<file path="src/rtl/uart_receiver.sv">
// ---------------------------------------------------------------------------
// uart_receiver
//   Receive stage for the 7-bit one-bit-per-clock UART link. Deserialises
//   frames (start 0, parity, d0..d6 LSB first, stop 1), checks framing and
//   optionally parity, and buffers good characters in a show-ahead FIFO
//   with a valid/ready read port. Error flags are sticky until err_clr.
//
//   Build option: define UART_RX_PARITY_CHECK_EN to check parity (P must
//   equal XOR of d0..d6). When undefined the parity bit is consumed but
//   ignored and parity_err is tied to 0.
//
// Parameters
//   DEPTH  FIFO entries (power of two, >= 2)
//   LVL_W  width of level (must be able to hold DEPTH)
//
// Ports
//   clk         clock, all logic on rising edge
//   rstN        synchronous active-low reset
//   rx          serial line, idle high, one bit per clock
//   rx_ready    consumer accepts head entry when high with rx_valid
//   err_clr     clears the sticky error flags
//   rx_data     FIFO head character (0 when empty)
//   rx_valid    FIFO non-empty
//   level       number of entries held
//   frame_err   sticky: stop bit sampled 0
//   parity_err  sticky: parity mismatch
//   overrun     sticky: good frame dropped because FIFO full
// ---------------------------------------------------------------------------
module uart_receiver #(
  parameter int DEPTH = 4,
  parameter int LVL_W = 3
) (
  input  logic             clk,
  input  logic             rstN,
  input  logic             rx,
  input  logic             rx_ready,
  input  logic             err_clr,
  output logic [6:0]       rx_data,
  output logic             rx_valid,
  output logic [LVL_W-1:0] level,
  output logic             frame_err,
  output logic             parity_err,
  output logic             overrun
);

  localparam int PTR_W = (DEPTH > 1) ? $clog2(DEPTH) : 1;

  localparam logic [2:0] S_IDLE = 3'd0;
  localparam logic [2:0] S_PAR  = 3'd1;
  localparam logic [2:0] S_DATA = 3'd2;
  localparam logic [2:0] S_STOP = 3'd3;
  localparam logic [2:0] S_WAIT = 3'd4;

  // ---------------- deserialiser FSM ----------------
  logic [2:0] state_q, state_d;
  logic [2:0] cnt_q, cnt_d;
  logic [6:0] shift_q, shift_d;
  logic       frame_good;
  logic       frame_bad;
  logic       par_ok;

  always_comb begin
    state_d    = state_q;
    cnt_d      = cnt_q;
    shift_d    = shift_q;
    frame_good = 1'b0;
    frame_bad  = 1'b0;
    case (state_q)
      S_IDLE: if (!rx) state_d = S_PAR;
      S_PAR: begin
        cnt_d   = '0;
        state_d = S_DATA;
      end
      S_DATA: begin
        // Shift in from the top: after seven bits d0 sits in bit 0.
        shift_d = {rx, shift_q[6:1]};
        cnt_d   = cnt_q + 3'd1;
        if (cnt_q == 3'd6) state_d = S_STOP;
      end
      S_STOP: begin
        if (rx) begin
          frame_good = 1'b1;
          state_d    = S_IDLE;
        end else begin
          frame_bad = 1'b1;
          state_d   = S_WAIT;
        end
      end
      // Only hunt for a new start bit once the line has returned high.
      S_WAIT: if (rx) state_d = S_IDLE;
      default: state_d = S_IDLE;
    endcase
  end

  always_ff @(posedge clk) begin
    if (!rstN) begin
      state_q <= S_IDLE;
      cnt_q   <= '0;
      shift_q <= '0;
    end else begin
      state_q <= state_d;
      cnt_q   <= cnt_d;
      shift_q <= shift_d;
    end
  end

  // ---------------- parity (optional) ----------------
`ifdef UART_RX_PARITY_CHECK_EN
  logic par_q;
  logic par_err_q;

  always_ff @(posedge clk) begin
    if (!rstN) begin
      par_q <= 1'b0;
    end else if (state_q == S_PAR) begin
      par_q <= rx;
    end
  end

  assign par_ok = (par_q == ^shift_q);

  // A new error in the err_clr cycle wins over the clear.
  always_ff @(posedge clk) begin
    if (!rstN) begin
      par_err_q <= 1'b0;
    end else begin
      par_err_q <= (par_err_q & ~err_clr) | (frame_good & ~par_ok);
    end
  end

  assign parity_err = par_err_q;
`else
  assign par_ok     = 1'b1;
  assign parity_err = 1'b0;
`endif

  // ---------------- show-ahead FIFO ----------------
  logic [6:0]       mem [DEPTH];
  logic [PTR_W-1:0] wr_ptr_q, rd_ptr_q;
  logic [LVL_W-1:0] count_q, count_d;
  logic             push_req, do_push, pop, full, ovr_new;

  assign push_req = frame_good & par_ok;
  assign full     = (count_q == LVL_W'(DEPTH));
  assign pop      = (count_q != '0) & rx_ready;
  // A simultaneous pop frees the slot, so a push into a full FIFO is legal then.
  assign do_push  = push_req & (~full | pop);
  assign ovr_new  = push_req & full & ~pop;

  always_comb begin
    count_d = count_q;
    if (do_push && !pop) begin
      count_d = count_q + 1'b1;
    end else if (!do_push && pop) begin
      count_d = count_q - 1'b1;
    end
  end

  always_ff @(posedge clk) begin
    if (do_push) mem[wr_ptr_q] <= shift_q;
  end

  always_ff @(posedge clk) begin
    if (!rstN) begin
      wr_ptr_q <= '0;
      rd_ptr_q <= '0;
      count_q  <= '0;
    end else begin
      if (do_push) wr_ptr_q <= wr_ptr_q + PTR_W'(1);
      if (pop)     rd_ptr_q <= rd_ptr_q + PTR_W'(1);
      count_q <= count_d;
    end
  end

  // ---------------- sticky flags ----------------
  logic frame_err_q, overrun_q;

  always_ff @(posedge clk) begin
    if (!rstN) begin
      frame_err_q <= 1'b0;
      overrun_q   <= 1'b0;
    end else begin
      frame_err_q <= (frame_err_q & ~err_clr) | frame_bad;
      overrun_q   <= (overrun_q & ~err_clr) | ovr_new;
    end
  end

  assign rx_valid  = (count_q != '0);
  assign rx_data   = rx_valid ? mem[rd_ptr_q] : 7'd0;
  assign level     = count_q;
  assign frame_err = frame_err_q;
  assign overrun   = overrun_q;

endmodule

</file>
<file path="config.mk">
export PLATFORM = sky130hd
export DESIGN_NAME = uart_receiver
export DESIGN_NICKNAME = d
export VERILOG_FILES = /design/src/rtl/uart_receiver.sv
export SDC_FILE = /design/constraint.sdc
export NUM_CORES = 1
export LEC_CHECK = 0
export CELL_PAD_IN_SITES_DETAIL_PLACEMENT = 1
export CELL_PAD_IN_SITES_GLOBAL_PLACEMENT = 1
export CORE_UTILIZATION = 42
export DETAILED_ROUTE_END_ITERATION = 7
export GPL_TIMING_DRIVEN = 0
export PLACE_DENSITY = 0.75
export SLEW_MARGIN = 10
export SYNTH_ARGS = -nofsm -noshare
export SYNTH_HDL_FRONTEND = slang
export SYNTH_SLANG_ARGS = --single-unit
</file>
<file path="constraint.sdc">
create_clock -name clk -period 2.25 [get_ports clk]
set_input_delay 0.45 -clock clk [delete_from_list [all_inputs] [get_ports clk]]
set_output_delay 0.45 -clock clk [all_outputs]
set_load 0.05 [all_outputs]
</file>
; Word level (Yosys, flattened, before mapping)
; Memories as Yosys holds them, arrays and structs flattened. A register that Yosys moved wholly into a read port is not among the register bits.
; Index checks and enable logic that the tools add are counted.
[totals]
regBits = 22
ramBits = 28
output_inout_bits = 14
memories = 1
[classes]
addsub = 5
eq_ne = 9
mux = 17
bitwise_logic = 12
reduce_logical = 9
[memory_table]
columns = memory, depth, word_bits, rd, rd_clocked_by_memory_dff, write_ports, line
row1 = mem, 4, 7, 1, 1, 1, 138  ; logic [6:0] mem [DEPTH];
[op_table]
columns = operator, count
row1 = 2-to-1 mux 3 bit, 6
row2 = one-hot mux 3 bit (5 select lines), 1
row3 = "== test 3 bit, second input constant", 3
row4 = 2-to-1 mux 7 bit, 1
row5 = "adder 3 x 1 -> 3 bit, second input constant", 2
row6 = AND 1 bit, 6
row7 = "== test 3 x 2 -> 1 bit, second input constant", 2
row8 = 2-to-1 mux 1 bit, 6
row9 = "!= test 2 bit, second input constant", 3
row10 = one-hot mux 3 bit (2 select lines), 1
row11 = "adder 2 x 1 -> 2 bit, second input constant", 2
row12 = 2-to-1 mux 2 bit, 2
row13 = nonzero test 2 bit, 2
row14 = "== test 3 x 1 -> 1 bit, second input constant", 1
row15 = logical NOT 3 bit, 1
row16 = NOT 1 bit, 3
row17 = OR 1 bit, 3
row18 = AND reduction 3 bit, 1
row19 = nonzero test 3 bit, 1
row20 = "subtractor 3 x 1 -> 3 bit, second input constant", 1
row21 = logical AND 1 bit, 2
row22 = logical NOT 1 bit, 2

; Depth between registers and ports, before layout
[logic_depth]
word_depth = 8
depth_mapped = 10

; Worst setup path before layout
; Ideal clock, no wire load.
[synth_path]
path_kind = reg-to-reg
start = register count_q[0], in the netlist level[0]
end = register count_q[2], in the netlist level[2]
setup_ns = 0.072
arrival_time_ns = 2.419
t_required_ns = 2.178
slack_ns = -0.241
stages_incl_launch_ff = 10
n_path_buf = 1
period_less_slack_ns = 2.491
path_cell_list = dfxtp_1 > nor4b_2 > and4b_1 > buf_6 > ha_1 > inv_1 > fa_1 > xor2_1 > or3_1 > a21oi_1
[synth_between]
elab_chain_cells = 7
word_cells_on_any_way = 15
[synth_lines]
columns = item, line
row1 = "start, declared", 140  ; logic [LVL_W-1:0] count_q, count_d;
row2 = "start signal, assigned", 171  ; count_q <= count_d;
row3 = nonzero test 3 bit or == test 3 bit (tied branches), "145, 144"
row4 = AND 1 bit or NOT 1 bit (tied branches), "145, 147"
row5 = OR 1 bit (*), 147  ; assign do_push = push_req & (~full | pop);
row6 = AND 1 bit (*), 147
row7 = named net do_push, 141  ; logic push_req, do_push, pop, full, ovr_new;
row8 = logical NOT 1 bit, 154  ; end else if (!do_push && pop) begin
row9 = logical AND 1 bit, 154
row10 = nonzero test 2 bit (no line), --
; Mark *: on every way through the listed nets, which the timed path passes. The rest lies on a longest branch. The select of a mux whose other input is x is not followed.
; A chain may end at the register's enable or synchronous reset.

; Final worst setup path
[layout_path]
start = input rx_ready
end = register count_q[2], in the netlist level[2]
[layout_between]
elab_chain_cells = 6
word_cells_on_any_way = 9
[layout_lines]
columns = item, line
row1 = "start, declared", 36  ; input logic rx_ready,
row2 = AND 1 bit (*), 145  ; assign pop = (count_q != '0) & rx_ready;
row3 = OR 1 bit (*), 147
row4 = AND 1 bit (*), 147
row5 = named net do_push, 141
row6 = logical NOT 1 bit, 154
row7 = logical AND 1 bit, 154
row8 = nonzero test 2 bit (no line), --
; Mark *: on every way through the listed nets, which the timed path passes. The rest lies on a longest branch.

==> metrics.md <==
| Metric | Value |
|---|---|
| Worst setup EP type | `flop` |
| Total net switching power | `1.01 mW` |
| FF+latch count, synth | `52` |
| Tot Pwr | `2.61 mW` |
| Post-synth top area cell | `edfxtp_1` |
| Setup violators final | `0` |
| Setup CP Type | `in2reg` |
| Clock power share | `21.4%` |
| Status | `finished, final reports clean` |
| Top-area cell type share of the netlist area | `38.3%` |
| Avg Cell Area, Syn | `13.2 um2` |
| DP Wirelength | `2870 um` |
| Avg Vias per Cell | `5.05` |
| Met2 routed WL | `2240 um` |
| Root Buffer | `clkbuf_8` |
| Overall routed net length | `4280 um` |
| Int Pwr | `1.60 mW` |
| H-tree levels | `2` |
| Setup slack after layout | `0.0851 ns` |
| First-pass GRT wire length | `6600 um` |
| Die area | `5520 um2` |
| Vias in the first global route | `1354` |
| Starting density of the core | `45.0%` |
| Relative slew slack | `66.4%` |
| Synth-to-layout area growth | `18.5%` |
| Row cnt | `25` |
| GRT overflow | `0` |
| Startpoint Class | `input pin` |
| EDFF count, synth | `28` |
| Clock transition at the registers of the reported paths | `0.09 ns` |
| Most frequent cell after synthesis | `edfxtp_1` |
| Max VDD drop | `0.437 mV` |
| Worst-Skew Late Latency | `0.31 ns` |
| TritonCTS clock tree | `yes` |
| Sw Share | `38.6%` |
| Detailed router's first-iteration violation count | `74` |
| Avg WL per Cell | `16.3 um` |
| Largest net degree at the start of global routing | `19` |
| Skew final | `0.00845 ns` |
| Final Max Slew Viols | `0` |
| # IOs | `19` |
| Total number of vias | `1323` |
| Pre-antenna DRT Iters | `4` |
| Dpl ws | `-0.557 ns` |
| Die Wd | `74.3 um` |
| Met3 routed WL | `139 um` |
| Yosys cell types | `39` |
| Slew @ Worst Pin | `0.502 ns` |
| Final Wtd Congestion | `0.825` |
| Synth Cell Area | `2200 um2` |
| Die Y | `74.3 um` |
| Core Box Area | `4880 um2` |
| # port buffers | `16` |
| Sink Count | `52` |
| Net count, final | `207` |
| Initial antenna violation count | `0` |
| Worst Path Arrival | `2.40 ns` |
| Power per Cell Area | `1000 nW/um2` |
| Max Fclk | `462 MHz` |
| Sequential-to-total area share from yosys stat | `60.1%` |
| Yosys warning count | `0` |
| Final hold viol count | `0` |
| TritonCTS buffer count | `5` |
| Max Buffers Root-to-Sink | `2` |
| Fin crit period | `2.16 ns` |
| Synth area leaders | `edfxtp_1 (38%), dfxtp_1 (22%), mux4_2 (7.2%)` |
| Combinational power share | `35.8%` |
| ANT nets after route | `0` |
| Final period utilization | `96.2%` |
| Wl on met1 | `1850 um` |
| Uppermost layer routed | `met4` |
| Max-Cap Viols | `0` |
| Share of cells above drive strength 1 | `24.1%` |
| Synth cell count leaders | `edfxtp_1 (28), dfxtp_1 (24), nor2_1 (15), mux2i_1 (10), and2b_1 (8)` |
| # fillers | `539` |
| Total track usage | `16.7%` |
| Sequential cell fraction of total power | `42.8%` |
| Post-synth ARST share | `0%` |
| Crit path max fanout | `3` |
| DRC viols | `0` |
| Final setup TNS | `0 ns` |
| Tightest Hold Check Type | `in2reg` |
| Syn nets | `179` |
| CP required | `2.48 ns` |
| Cells after Synth | `166` |
| Diode count | `0` |
| Leak Pwr | `0.957 nW` |
| Top FF cell, synth | `edfxtp_1` |
==> critical path, stage by stage <==
cell	delay (ns)
dlygate4sd2_1	0.31
nor4b_4	0.08
and4b_1	0.26
buf_6	0.10
ha_2	0.17
inv_1	0.06
fa_2	0.33
xor2_1	0.15
or3_1	0.37
a21oi_2	0.12
==> layer usage <==
metal | vias up | global-route usage [%]
met5 | - | 0
met4 | 0 | 5.03
met3 | 5 | 4.47
met2 | 26 | 29.3
met1 | 648 | 20.1
li1 | 644 | -
==> power by group through the flow <==
| stage | Sequential, mW | Combinational [mW] | Clock [mW] |
|---|---|---|---|
| after floorplan | 1.18 | 0.602 | 0 |
| after global placement | 1.11 | 0.934 | 0 |
| after detailed placement | 1.11 | 0.956 | 0 |
| after CTS | 1.10 | 0.922 | 0.573 |
| after global routing | 1.12 | 0.995 | 0.614 |
| final | 1.12 | 0.936 | 0.559 |
==> cell families (layout without fill, tap and decap cells) <==
group	after synthesis	in the layout	share of synthesized area, %
flops	52	52	60.1
simple gates	50	50	12.8
compound gates	17	17	4.90
mux	17	17	11.7
buf+inv	17	46	3.82
fa+ha+maj	8	8	4.90
xor+xnor	4	4	1.59
other cells	1	1	0.171
==> registers in the layout (all words and copies together) (netlist names), named ones only <==
signal,flops
wr_ptr_q,2
state_q,3
cnt_q,3
rd_ptr_q,2
level,3
frame_err,1
overrun,1
mem,28
shift_q,7
==> through the flow <==
step | hold slack [ns] | cells | instance area [um2] | util (%)
after floorplan | 0.459 | 166 | 2200 | -
after global placement | 0.457 | 249 | 2450 | 50.2
after detailed placement | 0.465 | 249 | 2450 | 50.2
after CTS | 0.459 | 258 | 2550 | 52.3
after global routing | 0.471 | 262 | 2600 | 53.4
final | 0.466 | 262 | 2600 | 53.4
==> path summary, 6_finish.rpt <==
check	from	endpoint	slack [ns]	cells past startpoint
worst max-delay path	rx_ready	level[2]	0.09	10
worst min-delay path	rstN	wr_ptr_q[1]	0.47	3
worst max register to register	level[0]	level[2]	0.09	9
worst min register to register	frame_err	frame_err	0.48	2
==> cell usage in the layout, fill, tap and decap left out, types with 3 or more instances in the layout <==
cell and n:
edfxtp_1 28, dfxtp_1 19, nor2_1 15, mux2i_1 10, buf_2 9, buf_4 8
mux4_2 7, and2b_1 7, inv_1 6, nand2_1 6, ha_1 6, clkdlybuf4s50_1 6
clkbuf_8 5, and2_1 4, a21oi_1 4, dfxtp_4 4, buf_6 3, xor2_1 3
nor3_1 3, nand2b_1 3, dlygate4sd2_1 3
==> final cells by class <==
type | instances | area, um2 | share of cell area (%)
clock inverter | 3 | 27.5 | 1.06
clock buffer | 5 | 68.8 | 2.64
sequential | 52 | 1340 | 51.4
multi-input combinational | 97 | 827 | 31.8
buffer | 8 | 58.8 | 2.26
timing repair buffer | 23 | 174 | 6.68
tap | 67 | 83.8 | 3.22
inverter | 7 | 26.3 | 1.01
==> timing repair <==
item | in CTS | in global routing
cloned | 0 | 0
hold buffers | 0 | 0
resized for setup | 45 | 9
setup endpoints to repair | 10 | 2
buffers inserted | 3 | 4
pin swaps | 0 | 3
(Power assumes the default switching activity.)
